### config.mk
export PLATFORM = sky130hd
export DESIGN_NAME = fft_input_loader_flat
export DESIGN_NICKNAME = d
export VERILOG_FILES = /design/src/rtl/fft_loader_pkg.sv /design/src/rtl/fft_input_loader_if.sv /design/src/rtl/bit_reverse.sv /design/src/rtl/fft_input_loader.sv /design/src/flat_wrapper.sv
export SDC_FILE = /design/constraint.sdc
export NUM_CORES = 1
export LEC_CHECK = 0
export ABC_CLOCK_PERIOD_IN_PS = 2900
export CORE_UTILIZATION = 47
export CTS_CLUSTER_SIZE = 10
export DETAILED_ROUTE_END_ITERATION = 7
export PLACE_DENSITY_LB_ADDON = 0.25
export SYNTH_ARGS = -nofsm -noshare
export SYNTH_HDL_FRONTEND = slang
export SYNTH_SLANG_ARGS = --single-unit
### constraint.sdc
create_clock -name clk -period 2.9 [get_ports clk]
set_input_delay 0.725 -clock clk [delete_from_list [all_inputs] [get_ports clk]]
set_output_delay 0.725 -clock clk [all_outputs]
set_load 0.01 [all_outputs]
### src/rtl/fft_loader_pkg.sv
// Shared types and helpers for the FFT input loader and its address-path blocks.
package fft_loader_pkg;

    typedef enum logic [1:0] {
        ST_IDLE = 2'd0,
        ST_RE   = 2'd1,
        ST_IM   = 2'd2
    } state_t;

    localparam int unsigned TIMEOUT_DEFAULT = 1024;
    localparam int unsigned TMO_W           = $clog2(TIMEOUT_DEFAULT + 1);
    localparam int unsigned BITREV_MAX      = 32;

    // Timeout counter width; a disabled timeout still gets a 1-bit counter.
    function automatic int unsigned tmo_width(input int unsigned t);
        return (t == 0) ? 1 : $clog2(t + 1);
    endfunction

    // Reverse the low w bits of v; bits above w come back as zero.
    function automatic logic [31:0] bitrev(input logic [31:0] v, input int unsigned w);
        logic [31:0] r;
        r = '0;
        for (int unsigned i = 0; i < BITREV_MAX; i++) begin
            if (i < w) r[i[4:0]] = v[5'(w - 1 - i)];
        end
        return r;
    endfunction

endpackage

### src/rtl/fft_input_loader_if.sv
// Byte-stream input and FFT-memory write port of the input loader.
interface fft_input_loader_if #(
    parameter int unsigned BIT_WIDTH = 32,
    parameter int unsigned SIZE      = 4
);
    logic [7:0]           byte_i;
    logic                 byte_valid_i;
    logic                 bitrev_en_i;
    logic                 sync_i;
    logic [BIT_WIDTH-1:0] re_o;
    logic [BIT_WIDTH-1:0] im_o;
    logic [SIZE-1:0]      addr_o;
    logic                 en_o;
    logic                 start_flag;
    logic                 timeout_o;

    modport master (
        output byte_i, byte_valid_i, bitrev_en_i, sync_i,
        input  re_o, im_o, addr_o, en_o, start_flag, timeout_o
    );

    modport slave (
        input  byte_i, byte_valid_i, bitrev_en_i, sync_i,
        output re_o, im_o, addr_o, en_o, start_flag, timeout_o
    );
endinterface

### src/rtl/bit_reverse.sv
// Combinational SIZE-bit bit reversal, shared by the loader and the output reorder block.
module bit_reverse
    import fft_loader_pkg::*;
#(
    parameter int unsigned SIZE = 4
) (
    input  logic [SIZE-1:0] val,
    output logic [SIZE-1:0] rev_c
);
    assign rev_c = SIZE'(bitrev(32'(val), SIZE));
endmodule

### src/rtl/fft_input_loader.sv
// Packs UART bytes into signed complex samples and writes them to the FFT input
// memory in natural or bit-reversed order, with frame resync and inter-byte timeout.
module fft_input_loader
    import fft_loader_pkg::*;
#(
    parameter int unsigned BIT_WIDTH      = 32,
    parameter int unsigned N              = 16,
    parameter int unsigned SIZE           = 4,
    parameter int unsigned BYTES_PER_COMP = 1,
    parameter int unsigned FRAC_BITS      = 8,
    parameter int unsigned TIMEOUT        = 1024
) (
    input logic               clk,
    input logic               rst,
    fft_input_loader_if.slave bus
);
    localparam int unsigned CW = 8 * BYTES_PER_COMP;
    localparam int unsigned TW = tmo_width(TIMEOUT);
    localparam int unsigned BW = (BYTES_PER_COMP > 1) ? $clog2(BYTES_PER_COMP) : 1;

    state_t               state_q, state_d, cur_state;
    logic [BW-1:0]        bcnt_q, bcnt_d, cur_bcnt;
    logic [SIZE-1:0]      idx_q, idx_d, cur_idx, idx_rev;
    logic [CW-1:0]        sh_q, sh_d, sh_shift, re_hold_q, re_hold_d;
    logic [TW-1:0]        tcnt_q, tcnt_d;
    logic                 mode_q, mode_d;
    logic [BIT_WIDTH-1:0] re_q, re_d, im_q, im_d;
    logic [SIZE-1:0]      addr_q, addr_d;
    logic                 en_q, en_d, start_q, start_d, tmo_q, tmo_d, last_q, last_d;
    logic                 byte_last;

    // Sign-extend the component to BIT_WIDTH and append FRAC_BITS zeros.
    function automatic logic [BIT_WIDTH-1:0] fmt(input logic [CW-1:0] c);
        logic signed [BIT_WIDTH-1:0] e;
        e = BIT_WIDTH'($signed(c));
        return e << FRAC_BITS;
    endfunction

    // A resync makes this cycle behave as if the loader were idle at sample 0.
    assign cur_state = bus.sync_i ? ST_IDLE : state_q;
    assign cur_bcnt  = bus.sync_i ? '0 : bcnt_q;
    assign cur_idx   = bus.sync_i ? '0 : idx_q;
    assign sh_shift  = CW'({sh_q, bus.byte_i});
    assign byte_last = (cur_bcnt == BW'(BYTES_PER_COMP - 1));

    bit_reverse #(.SIZE(SIZE)) u_rev (
        .val   (cur_idx),
        .rev_c (idx_rev)
    );

    always_ff @(posedge clk) begin
        if (rst) state_q <= ST_IDLE;
        else     state_q <= state_d;
    end

    always_comb begin
        state_d   = state_q;
        bcnt_d    = bcnt_q;
        idx_d     = idx_q;
        sh_d      = sh_q;
        re_hold_d = re_hold_q;
        tcnt_d    = tcnt_q;
        mode_d    = mode_q;
        re_d      = re_q;
        im_d      = im_q;
        addr_d    = addr_q;
        en_d      = 1'b0;
        tmo_d     = 1'b0;
        last_d    = 1'b0;
        start_d   = last_q;

        if (bus.sync_i) begin
            state_d = ST_IDLE;
            bcnt_d  = '0;
            idx_d   = '0;
            tcnt_d  = '0;
        end

        if (bus.byte_valid_i) begin
            tcnt_d = '0;
            sh_d   = sh_shift;
            case (cur_state)
                ST_IDLE: begin
                    if (cur_idx == '0) mode_d = bus.bitrev_en_i;
                    if (BYTES_PER_COMP == 1) begin
                        re_hold_d = sh_shift;
                        state_d   = ST_IM;
                    end else begin
                        bcnt_d  = BW'(1);
                        state_d = ST_RE;
                    end
                end
                ST_RE: begin
                    if (byte_last) begin
                        re_hold_d = sh_shift;
                        bcnt_d    = '0;
                        state_d   = ST_IM;
                    end else begin
                        bcnt_d = cur_bcnt + 1'b1;
                    end
                end
                ST_IM: begin
                    if (byte_last) begin
                        re_d    = fmt(re_hold_q);
                        im_d    = fmt(sh_shift);
                        addr_d  = mode_q ? idx_rev : cur_idx;
                        en_d    = 1'b1;
                        last_d  = (cur_idx == SIZE'(N - 1));
                        idx_d   = cur_idx + 1'b1;
                        bcnt_d  = '0;
                        state_d = ST_IDLE;
                    end else begin
                        bcnt_d = cur_bcnt + 1'b1;
                    end
                end
                default: state_d = ST_IDLE;
            endcase
        end else if (!bus.sync_i && state_q != ST_IDLE && TIMEOUT != 0) begin
            if (32'(tcnt_q) + 1 == TIMEOUT) begin
                state_d = ST_IDLE;
                bcnt_d  = '0;
                tcnt_d  = '0;
                tmo_d   = 1'b1;
            end else begin
                tcnt_d = tcnt_q + 1'b1;
            end
        end
    end

    always_ff @(posedge clk) begin
        if (rst) begin
            bcnt_q    <= '0;
            idx_q     <= '0;
            sh_q      <= '0;
            re_hold_q <= '0;
            tcnt_q    <= '0;
            mode_q    <= 1'b1;
            re_q      <= '0;
            im_q      <= '0;
            addr_q    <= '0;
            en_q      <= 1'b0;
            start_q   <= 1'b0;
            tmo_q     <= 1'b0;
            last_q    <= 1'b0;
        end else begin
            bcnt_q    <= bcnt_d;
            idx_q     <= idx_d;
            sh_q      <= sh_d;
            re_hold_q <= re_hold_d;
            tcnt_q    <= tcnt_d;
            mode_q    <= mode_d;
            re_q      <= re_d;
            im_q      <= im_d;
            addr_q    <= addr_d;
            en_q      <= en_d;
            start_q   <= start_d;
            tmo_q     <= tmo_d;
            last_q    <= last_d;
        end
    end

    assign bus.re_o       = re_q;
    assign bus.im_o       = im_q;
    assign bus.addr_o     = addr_q;
    assign bus.en_o       = en_q;
    assign bus.start_flag = start_q;
    assign bus.timeout_o  = tmo_q;
endmodule

### src/flat_wrapper.sv
// flat-port wrapper written by rule: the top's interface ports become plain ports
module fft_input_loader_flat import fft_loader_pkg::*;
#(
    parameter int unsigned BIT_WIDTH      = 32,
    parameter int unsigned N              = 16,
    parameter int unsigned SIZE           = 4,
    parameter int unsigned BYTES_PER_COMP = 1,
    parameter int unsigned FRAC_BITS      = 8,
    parameter int unsigned TIMEOUT        = 1024
)
  (clk, rst, bus_byte_i, bus_byte_valid_i, bus_bitrev_en_i, bus_sync_i, bus_re_o, bus_im_o, bus_addr_o, bus_en_o, bus_start_flag, bus_timeout_o);
  fft_input_loader_if #(.BIT_WIDTH(BIT_WIDTH), .SIZE(SIZE)) bus_i ();
  input logic clk;
  input logic rst;
  input wire logic [$bits(bus_i.byte_i)-1:0] bus_byte_i;
  input wire logic [$bits(bus_i.byte_valid_i)-1:0] bus_byte_valid_i;
  input wire logic [$bits(bus_i.bitrev_en_i)-1:0] bus_bitrev_en_i;
  input wire logic [$bits(bus_i.sync_i)-1:0] bus_sync_i;
  output wire logic [$bits(bus_i.re_o)-1:0] bus_re_o;
  output wire logic [$bits(bus_i.im_o)-1:0] bus_im_o;
  output wire logic [$bits(bus_i.addr_o)-1:0] bus_addr_o;
  output wire logic [$bits(bus_i.en_o)-1:0] bus_en_o;
  output wire logic [$bits(bus_i.start_flag)-1:0] bus_start_flag;
  output wire logic [$bits(bus_i.timeout_o)-1:0] bus_timeout_o;
  assign bus_i.byte_i = bus_byte_i;
  assign bus_i.byte_valid_i = bus_byte_valid_i;
  assign bus_i.bitrev_en_i = bus_bitrev_en_i;
  assign bus_i.sync_i = bus_sync_i;
  assign bus_re_o = bus_i.re_o;
  assign bus_im_o = bus_i.im_o;
  assign bus_addr_o = bus_i.addr_o;
  assign bus_en_o = bus_i.en_o;
  assign bus_start_flag = bus_i.start_flag;
  assign bus_timeout_o = bus_i.timeout_o;
  fft_input_loader #(.BIT_WIDTH(BIT_WIDTH), .N(N), .SIZE(SIZE), .BYTES_PER_COMP(BYTES_PER_COMP), .FRAC_BITS(FRAC_BITS), .TIMEOUT(TIMEOUT)) u_core (.clk(clk), .rst(rst), .bus(bus_i));
endmodule
==> metrics.yaml <==
clocking:
  root_buffer: "sky130_fd_sc_hd__clkbuf_8"
  cts_buffer_depth: 2
  cts_made_buffers: 5
  cts_setup_buffers: 0
  clock_sink_count: 51
  post_cts_resize_count: 0
  cts_tree: "built"
  cts.clk_slew.worst_paths_ns: 0.09
  clkLatencyLatePin_ns: 0.31
  cts_hold_repair.buffers: 0
  ctsHtreeMaxLevel: 2
placement:
  gp_congestion: 0.821
  post-dp-hpwl_mm: 3.69
  place_ws_ns: 0.241
  io_buffer_count: 67
synth:
  yosysUniqueCellTypes: 43
  synth_top_area_cell: "sky130_fd_sc_hd__dfxtp_1"
  synth_seq_cells: 51
  postSynthCellCount: 325
  most_used_flip_flop_cell_after_synthesis: "sky130_fd_sc_hd__dfxtp_1"
  synthMuxAreaShare: 0.0489
  area_fraction_in_compound_gates_after_synthesis: 0.0932
  dominant_combinational_cell_family_by_area_after_synthesis: "simple AND/OR/NAND/NOR gates"
  synthAdderAreaFrac: 0.0326
  yosys.area.top_type_share: 0.380
  synth_simple_gate_area_frac: 0.247
  netlist_top_cells_area: "sky130_fd_sc_hd__dfxtp_1, sky130_fd_sc_hd__buf_4, sky130_fd_sc_hd__nand2_1"
  number_of_synthesized_flops_with_an_enable_pin: 0
  synth_sequential_area_ratio: 0.380
  async_flop_share: 0
  synthesis.area_sq_um: 2690
  syn_area_per_cell_sq_um: 8.27
  synth_xor_xnor_area_share: 0.0293
  ys.warnings.count: 0
job:
  max_cap_violations: 0
layout:
  leading_cell_type_in_the_layout_fill_and_taps_excluded: "sky130_fd_sc_hd__clkdlybuf4s50_1"
  commonest_cells_after_routing_fill_and_taps_aside: "sky130_fd_sc_hd__clkdlybuf4s50_1, sky130_fd_sc_hd__dfxtp_1, sky130_fd_sc_hd__nand2_1, sky130_fd_sc_hd__nor2_1, sky130_fd_sc_hd__a21oi_1"
  nNetsFinal: 378
  post-route-util: 0.588
  post_route_cells_drive_above_1_share: 0.0752
  areaGrowthSynthToFinish_pct: 20.5
  num_antenna_cells: 0
detailed_routing:
  wl_per_instance_um: 11.6
  routed_wirelength_mm: 5.00
  initial_drt_pass_iterations: 4
  detail_route.drc_violations: 0
  vias_per_cell: 4.95
  ant_nets: 0
  route.vias.total: 2135
  detailedRoute.firstIterationViolations: 80
timing:
  final.period_utilization: 0.810
  timing.final.crit_period_ns: 2.35
  tightestPinTransition_ns: 0.529
  hold_violations: 0
  final-max-slew-violation-count: 0
  maxSlewHeadroom: 0.647
  post_route_setup_tns_ns: 0
  max_freq_mhz: 426
  timing.final.ws_setup_ns: 0.551
  setup_viols_final: 0
  unrepaired_setup_endpoints_after_global_routing: "no"
  finalClockSkew_ns: 0.00747
floorplanning:
  rows: 27
  die-area_sq_um: 6020
  start_util: 0.488
  fp.coreArea_sq_um: 5510
  die_y_um: 77.6
  boundaryPins: 84
  dieWidth_um: 77.6
pwr:
  sw_frac_of_total: 0.256
  sequentialPowerShare: 0.565
  p_sw_uw: 330
  clock_power_share: 0.336
  power.share.combinational: 0.099
  cell_internal_pwr_uw: 957
  leakagePower_uw: 0.00120
  irDropWorstVdd_uv: 316
  power_per_cell_area_nw_per_um2: 397
worst_setup_path:
  worstPathRequired_ns: 3.10
  worst_reg2reg_path_depth: 6
  r2r_slack_ns: 0.85
  regToRegStartpoint: "u_core.tcnt_q[0]$_SDFFE_PP0P_"
  cp-endpoint: "u_core.re_hold_q[2]$_SDFFE_PP0P_"
  worstPathMaxFanout: 8
  worstSetupPathType: "input port to register"
  worstReg2RegEnd: "u_core.state_q[0]$_SDFF_PP0_"
  end_kind: "register"
  crit_path_dat_ns: 2.55
  critical_path.startpoint_type: "input port"
  worst_setup_path_startpoint: "bus_sync_i"
global_routing:
  maximum_number_of_pins_on_one_net_before_global_route_repair: 26
  initial_antenna_violation_count: 0
  overflow: 0
  groute.usage.overall: 0.176
  first_global_vias: 1817
  grt_first_pass_wirelength_mm: 8.56
worst_hold_path:
  holdCritPathClass: "register to register"
status:
  run_status: "completed"
Yosys cell counts, types with 2 or more instances:
| cell type | n |
|---|---|
| sky130_fd_sc_hd__a211oi_1 | 2 |
| sky130_fd_sc_hd__a21oi_1 | 21 |
| sky130_fd_sc_hd__and3_1 | 2 |
| sky130_fd_sc_hd__buf_2 | 2 |
| sky130_fd_sc_hd__buf_4 | 48 |
| sky130_fd_sc_hd__clkbuf_1 | 14 |
| sky130_fd_sc_hd__dfxtp_1 | 51 |
| sky130_fd_sc_hd__ha_1 | 7 |
| sky130_fd_sc_hd__inv_1 | 7 |
| sky130_fd_sc_hd__mux2i_1 | 12 |
| sky130_fd_sc_hd__nand2_1 | 50 |
| sky130_fd_sc_hd__nand2b_1 | 9 |
| sky130_fd_sc_hd__nand3_1 | 7 |
| sky130_fd_sc_hd__nand4_1 | 2 |
| sky130_fd_sc_hd__nor2_1 | 31 |
| sky130_fd_sc_hd__nor2b_1 | 2 |
| sky130_fd_sc_hd__nor3_1 | 9 |
| sky130_fd_sc_hd__nor3_2 | 3 |
| sky130_fd_sc_hd__nor4_1 | 6 |
| sky130_fd_sc_hd__o2111ai_1 | 2 |
| sky130_fd_sc_hd__o21a_1 | 2 |
| sky130_fd_sc_hd__o21ai_0 | 4 |
| sky130_fd_sc_hd__o21ai_1 | 2 |
| sky130_fd_sc_hd__o311ai_0 | 2 |
| sky130_fd_sc_hd__or3_1 | 3 |
| sky130_fd_sc_hd__xnor2_1 | 5 |
| sky130_fd_sc_hd__xor2_1 | 4 |
final cells by class:
class | instances | area [sq um]
multi-input combinational | 218 | 1270
sequential | 51 | 1020
tap | 72 | 90.1
clock inverter | 3 | 28.8
inverter | 7 | 26.3
timing repair buffer | 75 | 731
fill | 492 | 2270
clock buffer | 5 | 68.8
worst min-delay path by stage:
| stage | start | endpoint | slack (ns) | depth (start not counted) |
|---|---|---|---|---|
| 4_1_cts | u_core.last_q$_SDFF_PP0_ | u_core.bus.start_flag$_SDFF_PP0_ | 0.45 | 1 |
| 5_1_grt | u_core.last_q$_SDFF_PP0_ | u_core.bus.start_flag$_SDFF_PP0_ | 0.46 | 1 |
| 3_5_place_dp | u_core.last_q$_SDFF_PP0_ | u_core.bus.start_flag$_SDFF_PP0_ | 0.43 | 1 |
| 2_1_floorplan | u_core.last_q$_SDFF_PP0_ | u_core.bus.start_flag$_SDFF_PP0_ | 0.41 | 1 |
| 3_3_place_gp | u_core.last_q$_SDFF_PP0_ | u_core.bus.start_flag$_SDFF_PP0_ | 0.42 | 1 |
| 6_report | u_core.last_q$_SDFF_PP0_ | u_core.bus.start_flag$_SDFF_PP0_ | 0.44 | 1 |
cells by family (layout without fill, tap and decap cells):
| kind of cell | count (synthesis) | after routing |
|---|---|---|
| AND/OR/NAND/NOR | 133 | 133 |
| multiplexers | 13 | 13 |
| adder cells (fa/ha/maj) | 7 | 7 |
| flip-flops | 51 | 51 |
| buffers and inverters | 71 | 90 |
| other | 1 | 16 |
| XOR/XNOR | 9 | 9 |
| AO/OA/AOI/OAI | 40 | 40 |
critical path, cell delays in order:
cell	delay, ns
sky130_fd_sc_hd__clkdlybuf4s50_1	0.46
sky130_fd_sc_hd__nand2b_1	0.21
sky130_fd_sc_hd__inv_1	0.12
sky130_fd_sc_hd__ha_1	0.19
sky130_fd_sc_hd__mux2_2	0.35
sky130_fd_sc_hd__nand2_2	0.22
sky130_fd_sc_hd__mux2i_1	0.22
sky130_fd_sc_hd__nor2_1	0.05
sequential cells by signal, indices dropped and copies added, names as in the netlist:
signal / cells
u_core.tcnt_q: 11
u_core.bus.im_o: 8
u_core.bus.re_o: 8
u_core.re_hold_q: 8
u_core.bus.addr_o: 4
u_core.idx_q: 4
u_core.state_q: 2
u_core.bcnt_q: 1
u_core.bus.en_o: 1
u_core.bus.start_flag: 1
u_core.bus.timeout_o: 1
u_core.last_q: 1
u_core.mode_q: 1
power by group through the flow:
stage	registers, uW	logic [uW]	clock network [uW]
final	727	127	433
after global routing	730	140	472
after CTS	727	128	446
after detailed placement	743	128	0
after global placement	743	126	0
after floorplan	743	93.6	0
routing by layer:
metal,share of wire,wire [um],GRT usage,up-vias
met4,0.015,76,0.0717,0
met3,0.043,213,0.0318,6
met2,0.47,2340,0.282,62
li1,-,-,-,1091
met5,0,0,0,-
met1,0.48,2380,0.231,976
per-stage QoR:
stage | total power, uW | cells | cell area [sq um] | hold WS, ns
floorplan | 836 | 340 | 2740 | 0.414
CTS | 1300 | 431 | 3240 | 0.452
global placement | 869 | 423 | 3140 | 0.417
finish | 1290 | 431 | 3240 | 0.444
global route | 1340 | 431 | 3240 | 0.459
detailed placement | 871 | 423 | 3140 | 0.429
(Power assumes the default switching activity.)
